==> config.mk <==
export PLATFORM = sky130hd
export DESIGN_NAME = range_tx
export DESIGN_NICKNAME = d
export VERILOG_FILES = /design/src/rtl/range_link_pkg.sv /design/src/rtl/range_tx_fifo.sv /design/src/rtl/range_tx.sv
export SDC_FILE = /design/constraint.sdc
export NUM_CORES = 1
export LEC_CHECK = 0
export ABC_AREA = 1
export CORE_ASPECT_RATIO = 0.6
export CORE_MARGIN = 2
export CORE_UTILIZATION = 55
export DETAILED_ROUTE_END_ITERATION = 12
export HOLD_SLACK_MARGIN = 0.15
export PLACE_DENSITY = 0.88
export SLEW_MARGIN = 15
export SYNTH_ARGS = -nofsm -noshare
export SYNTH_HDL_FRONTEND = slang
export SYNTH_SLANG_ARGS = --single-unit
export TNS_END_PERCENT = 5
==> constraint.sdc <==
create_clock -name clock -period 2.6 [get_ports clock]
set_clock_uncertainty 0.1 [all_clocks]
set_input_delay 0.78 -clock clock [delete_from_list [all_inputs] [get_ports clock]]
set_output_delay 0.78 -clock clock [all_outputs]
set_load 0.05 [all_outputs]
==> src/rtl/range_link_pkg.sv <==
// range_link_pkg -- shared definitions for the range link transmitter.
//   state_t    : transmitter frame states, also visible on range_tx.state_dbg
//   *_WORD     : fixed 10-bit link words sent in the framing states
//   FIFO_DEPTH : number of sample entries buffered ahead of a frame
package range_link_pkg;

   typedef enum logic [2:0] {
      IDLE = 3'd0,
      GO   = 3'd1,
      DATA = 3'd2,
      FIN  = 3'd3,
      GAP  = 3'd4
   } state_t;

   localparam logic [9:0] IDLE_WORD  = 10'h000;
   localparam logic [9:0] GO_WORD    = 10'h001;
   localparam logic [9:0] FIN_WORD   = 10'h002;
   localparam int         FIFO_DEPTH = 8;

endpackage

==> src/rtl/range_tx_fifo.sv <==
// range_tx_fifo -- 8 x 8-bit show-ahead FIFO feeding the range transmitter.
// Ports:
//   clock, reset : rising-edge clock, asynchronous active-high reset
//   push, wr_data: write request and data; a push while full is dropped
//   pop          : read request; a pop while empty is ignored
//   rd_data      : head entry, valid whenever count != 0
//   count        : number of stored entries (0..8)
//   full         : count == 8
module range_tx_fifo
   import range_link_pkg::*;
(
   input  logic       clock,
   input  logic       reset,
   input  logic       push,
   input  logic [7:0] wr_data,
   input  logic       pop,
   output logic [7:0] rd_data,
   output logic [3:0] count,
   output logic       full
);

   logic [7:0] mem [FIFO_DEPTH];
   logic [2:0] wr_ptr;
   logic [2:0] rd_ptr;
   logic       do_push;
   logic       do_pop;

   assign full    = (count == 4'(FIFO_DEPTH));
   assign do_push = push && !full;
   assign do_pop  = pop && (count != 4'd0);
   assign rd_data = mem[rd_ptr];

   always_ff @(posedge clock or posedge reset) begin
      if (reset) begin
         wr_ptr <= '0;
         rd_ptr <= '0;
         count  <= '0;
      end else begin
         if (do_push) wr_ptr <= wr_ptr + 3'd1;
         if (do_pop)  rd_ptr <= rd_ptr + 3'd1;
         // Simultaneous push and pop leaves the count unchanged.
         case ({do_push, do_pop})
            2'b10:   count <= count + 4'd1;
            2'b01:   count <= count - 4'd1;
            default: count <= count;
         endcase
      end
   end

   // Storage needs no reset: entries are only read after being written.
   always_ff @(posedge clock) begin
      if (do_push) mem[wr_ptr] <= wr_data;
   end

endmodule

==> src/rtl/range_tx.sv <==
// range_tx -- buffers 8-bit samples and sends them as a framed burst on a
// 12-bit link, then captures the receiver's range reply.
// Frame: GO word, N sample words, FIN word, one GAP cycle (done pulse).
// Ports:
//   clock, reset      : rising-edge clock, asynchronous active-high reset
//   in_valid/in_ready : sample handshake; in_data
//   send              : level-sampled frame request (ignored while busy/empty)
//   tx_out[11:2]      : registered link word, tx_out[1:0] always 0
//   rx_in             : receiver return, [9:0] range, [11] error
//   busy, done        : frame in progress / one-cycle pulse after FIN
//   rx_range, rx_err  : receiver reply captured on the FIN edge
//   exp_range,mismatch: only with RANGE_TX_CHECK_EN -- max-min of the sent
//                       sample words and whether rx_in[9:0] disagrees with it
//   state_dbg         : current FSM state (state_t encoding)
module range_tx
   import range_link_pkg::*;
(
   input  logic        clock,
   input  logic        reset,
   input  logic        in_valid,
   output logic        in_ready,
   input  logic [7:0]  in_data,
   input  logic        send,
   output logic [11:0] tx_out,
   input  logic [11:0] rx_in,
   output logic        busy,
   output logic        done,
   output logic [9:0]  rx_range,
   output logic        rx_err,
`ifdef RANGE_TX_CHECK_EN
   output logic [9:0]  exp_range,
   output logic        mismatch,
`endif
   output logic [2:0]  state_dbg
);

   state_t     state;
   logic [3:0] rem;
   logic [3:0] fifo_count;
   logic       fifo_full;
   logic [7:0] head;
   logic [9:0] head_word;
   logic       push;
   logic       pop;
   logic       unused_bits;

   // Handshake: a sample transfers on a rising edge where in_valid and
   // in_ready are both 1; in_ready depends only on FIFO occupancy.
   assign in_ready    = !fifo_full;
   assign push        = in_valid && in_ready;
   assign head_word   = {head, 2'b00};
   assign busy        = (state != IDLE);
   assign state_dbg   = state;
   assign unused_bits = rx_in[10];

   // The head is consumed on the edge that puts it on tx_out: the GO edge
   // loads the first word, each DATA edge with rem != 0 loads the next.
   assign pop = (state == GO) || ((state == DATA) && (rem != 4'd0));

   range_tx_fifo u_fifo (
      .clock   (clock),
      .reset   (reset),
      .push    (push),
      .wr_data (in_data),
      .pop     (pop),
      .rd_data (head),
      .count   (fifo_count),
      .full    (fifo_full)
   );

   // tx_out is loaded on each transition with the word of the state being
   // entered, so the word is on the link for exactly that state's cycles.
   // rem holds the samples still to be popped; it is latched from the FIFO
   // count on GO entry so later pushes wait for the next frame.
   always_ff @(posedge clock or posedge reset) begin
      if (reset) begin
         state    <= IDLE;
         rem      <= '0;
         tx_out   <= '0;
         done     <= 1'b0;
         rx_range <= '0;
         rx_err   <= 1'b0;
      end else begin
         done <= 1'b0;
         case (state)
            IDLE: begin
               if (send && (fifo_count != 4'd0)) begin
                  state  <= GO;
                  rem    <= fifo_count;
                  tx_out <= {GO_WORD, 2'b00};
               end
            end
            GO: begin
               state  <= DATA;
               rem    <= rem - 4'd1;
               tx_out <= {head_word, 2'b00};
            end
            DATA: begin
               if (rem != 4'd0) begin
                  rem    <= rem - 4'd1;
                  tx_out <= {head_word, 2'b00};
               end else begin
                  state  <= FIN;
                  tx_out <= {FIN_WORD, 2'b00};
               end
            end
            FIN: begin
               state    <= GAP;
               rx_range <= rx_in[9:0];
               rx_err   <= rx_in[11];
               tx_out   <= {IDLE_WORD, 2'b00};
               done     <= 1'b1;
            end
            GAP: begin
               state <= IDLE;
            end
            default: begin
               state  <= IDLE;
               tx_out <= '0;
            end
         endcase
      end
   end

`ifdef RANGE_TX_CHECK_EN
   logic [9:0] max_q;
   logic [9:0] min_q;
   logic [9:0] span;

   assign span = max_q - min_q;

   // On GO the trackers restart from 0 / 3FF; the first word is folded in on
   // that same edge, which reduces to loading it into both.
   always_ff @(posedge clock or posedge reset) begin
      if (reset) begin
         max_q     <= 10'h000;
         min_q     <= 10'h3FF;
         exp_range <= '0;
         mismatch  <= 1'b0;
      end else begin
         case (state)
            GO: begin
               max_q <= head_word;
               min_q <= head_word;
            end
            DATA: begin
               if (rem != 4'd0) begin
                  if (head_word > max_q) max_q <= head_word;
                  if (head_word < min_q) min_q <= head_word;
               end
            end
            FIN: begin
               exp_range <= span;
               mismatch  <= (rx_in[9:0] != span);
            end
            default: ;
         endcase
      end
   end
`endif

endmodule

==> flow_summary.rst <==
.. list-table::
   :header-rows: 1

   * - Metric
     - Value
   * - Outcome
     - completed
   * - Maximum number of pins on one net before global-route repair
     - 40
   * - Total cell area at the placement stage
     - 5042 sq um
   * - Horiz. Die Dim
     - roughly 120 microns
   * - Clock tree from TritonCTS
     - built
   * - Initial DRT Pass Iterations
     - 4
   * - Total number of vias
     - between 3000 and 4000
   * - Number of placement rows
     - 25
   * - Actual transition at the worst max-transition pin
     - around 860 ps
   * - Remaining global-route overflow
     - 0
   * - Post-synth cell types
     - 25
   * - HPWL after detailed placement
     - ~6500 microns
   * - All-Layer GR Usage
     - 22.89%
   * - Largest area contributor in the synthesized netlist
     - edfxtp_1
   * - Minimum clock period
     - around 2500 ps
   * - Share of the clock period used by the worst path
     - between 90% and 100%
   * - Clock root buffer
     - clkbuf_16
   * - Post-synthesis async set-or-reset flop share
     - between 30% and 40%
   * - Count of buffers inserted at the top-level ports
     - 49
   * - Number of filler cells placed in the layout
     - 558
   * - Post-route worst setup slack
     - about 57 ps
   * - Iteration-0 DRC count of the detailed router
     - roughly 300
   * - Relative slew slack
     - a little over two fifths
   * - Setup TNS Final
     - 0 ps
   * - Cell area after technology mapping
     - between 4000 and 5000 sq um
   * - Number of clock buffers inserted by TritonCTS
     - 9
   * - Number of H-tree levels
     - 3
   * - HP Class
     - flip-flop to flip-flop
   * - Startpoint Class
     - flip-flop
   * - Critical path, cell by cell
     - clkdlybuf4s50_1
   * - Final-report max-slew violation count
     - 0
   * - Top cell family by delay on the critical path
     - buffers and inverters
   * - Routed wire length
     - between 9000 and 10000 microns
   * - Total leakage power
     - between 2 and 2.5 nW
   * - Max-cap violation count
     - 0
   * - Power density of the placed cells
     - 1315 nW/um^2
   * - Maximum operating frequency
     - between 300 and 400 MHz
   * - Count of final hold-check violations
     - 0
   * - CP Data Arrival Time
     - approximately 1700 ps
   * - Clock latency on the worst-skew pair
     - approximately 340 ps
   * - Worst-case setup slack after placement
     - ~19 ps
   * - Top-area cell type share of the netlist area
     - between 40% and 50%
   * - CTS clock-pin slew for the worst setup and hold paths
     - about 70 ps
   * - First-pass GRT wire length
     - 15140 microns
   * - Antenna viol nets, final
     - 0
   * - Net count, final
     - about 540
   * - Initial core utilization
     - approximately 56%
   * - Commonest register cell after synthesis
     - edfxtp_1
   * - Setup slack of the most critical reg-to-reg path
     - between 300 and 400 ps
   * - Share of post-route cells with drive strength above 1
     - approximately 8.8%
   * - Top cells by area, synth
     - edfxtp_1 44%, dfrtp_1 22%, nand2_1 13%
   * - Critical path's slowest cell
     - clkdlybuf4s50_1
   * - Area of the die
     - approximately 8800 sq um
   * - Setup violation total in the final timing report
     - 0
   * - Crit Path Category
     - flip-flop to primary output
   * - Number of synthesized register bits
     - 103
   * - Mean instance size in the synthesized netlist
     - ~9.9 sq um
   * - Area delta synth->final
     - 20.88%
   * - Design Area, Final
     - 5338 sq um
   * - WL per Instance
     - roughly 15 microns
   * - Crit Path Max Fanout
     - 5
   * - Via count normalized by instance count
     - 5.276
   * - Number of antenna violations at the first check in global routing
     - 0
   * - Portion of the post-synthesis area used by sequential elements
     - between 60 and 70%
   * - Number of sinks handled by clock tree synthesis
     - between 100 and 150
   * - Syn Inst Count
     - 445
   * - Biggest cell delay along the critical path
     - between 800 and 900 ps
   * - Yosys warning count
     - 0
   * - Chip height
     - 73.41 microns
   * - Weighted congestion at the end of routability-driven global placement
     - ~0.85
   * - Number of top-level pins
     - 53
   * - Buf+Inv Stages, Crit Path
     - 1
   * - Crit. End Element
     - primary output
   * - Worst vdd rail ir drop
     - 0.7264 mV
   * - Leading cell type by number of instances after synthesis
     - nand2_1
   * - Cell types with the highest counts after synthesis
     - 151 x nand2_1, 77 x nor2_1, 64 x edfxtp_1
   * - Ant. Diodes
     - 0
   * - Number of global-route vias before repair
     - roughly 3200
   * - Core Area
     - 7820 sq um
   * - Number of enable-type register cells in the synthesized netlist
     - 64
   * - Data required time of the critical path
     - approximately 1700 ps
   * - Buffer levels on the longest clock path
     - 2
   * - Residual DRC count
     - 0
   * - Unrepaired setup endpoints after global routing
     - no
   * - Total power
     - around 0.007 W
[power breakdown]
group | total (W) | internal (W) | switching, W
sequential | 0.00245 | 0.00219 | 0.000267
clock | 0.00130 | 0.000714 | 0.000583
combinational | 0.00327 | 0.00103 | 0.00223
total | 0.00702 | 0.00394 | 0.00308
[cell type report]
| class | instances | area, sq um | share of cell area [%] |
|---|---|---|---|
| Inverter | 25 | 93.84 | 1.758 |
| Clock buffer | 11 | 254.0 | 4.759 |
| Timing Repair Buffer | 62 | 585.6 | 10.97 |
| Tap cell | 108 | 135.1 | 2.532 |
| Multi-Input combinational cell | 303 | 1333 | 24.96 |
| Clock inverter | 5 | 38.79 | 0.7267 |
| Sequential cell | 103 | 2898 | 54.29 |
[worst paths after layout]
kind,cells past startpoint,endpoint,from
setup / recovery,1,state_dbg[0],state_dbg[0]
hold / removal,2,rx_range[9],rx_range[9]
setup reg to reg,11,u_fifo.count[2],u_fifo.count[0]
hold reg to reg,2,rx_range[9],rx_range[9]
max in group asynchronous,3,u_fifo.count[2],reset
min in group asynchronous,3,rx_range[2],reset
[routing by layer]
layer  GRT usage (%)  vias to the layer above  share of wire [%]
li1                -                     1554                  -
met1           29.47                     1582                 43
met2           38.73                      110                 50
met3           5.901                        9                5.2
met4           7.582                        0               0.89
met5               0                        -                  0
[placed cells by master (no fill, tap or decap), types with 2 or more instances in the layout]
master / n
nand2_1: 151
nor2_1: 77
edfxtp_1: 64
clkdlybuf4s50_1: 46
dfrtp_1: 39
o21ai_0: 24
inv_1: 15
o21ai_1: 15
buf_4: 15
clkbuf_16: 10
inv_2: 9
nand3_1: 9
ha_1: 7
xor2_1: 4
nand3_2: 3
a21oi_1: 2
nand4_1: 2
conb_1: 2
inv_6: 2
[metrics by stage]
step / std cells / utilization, % / hold WS [ps]
floorplan: 446 / - / 348.8
global placement: 601 / 64.48 / 354.7
detailed placement: 601 / 64.48 / 362.0
CTS: 617 / 68.22 / 378.9
global route: 617 / 68.26 / 402.7
finish: 617 / 68.26 / 379.8
[registers in the layout, indices dropped and copies added, names as in the netlist]
register and flops:
done 1, rem 4, rx_err 1, rx_range 10, state_dbg 3, tx_out 10, u_fifo.count 4, u_fifo.mem 64
u_fifo.rd_ptr 3, u_fifo.wr_ptr 3
[logic make-up (layout without fill, tap and decap cells)]
| group | Yosys count | in the layout | synth area share, % |
|---|---|---|---|
| AOI/OAI and AO/OA | 43 | 43 | 5.044 |
| xor gates and xnor gates | 5 | 5 | 0.9917 |
| adders and majority gates | 7 | 7 | 1.983 |
| buffers and inverters | 40 | 103 | 4.279 |
| DFF | 103 | 103 | 65.63 |
| other | 1 | 2 | 0.08493 |
| and+or+nand+nor | 246 | 246 | 21.99 |
[worst min-delay path, delay by kind of cell, from the launching register on]
| kind | cells | cell delay [ps] |
|---|---|---|
| DFF | 1 | 350 |
| and+or+nand+nor | 2 | 100 |
[repair_timing]
item                                    in CTS  in global routing
hold buffers                                 0                  0
resized for setup                            0                  1
buffers inserted                             0                  0
endpoints found under the setup margin       0                  1
(Power assumes the default switching activity.)
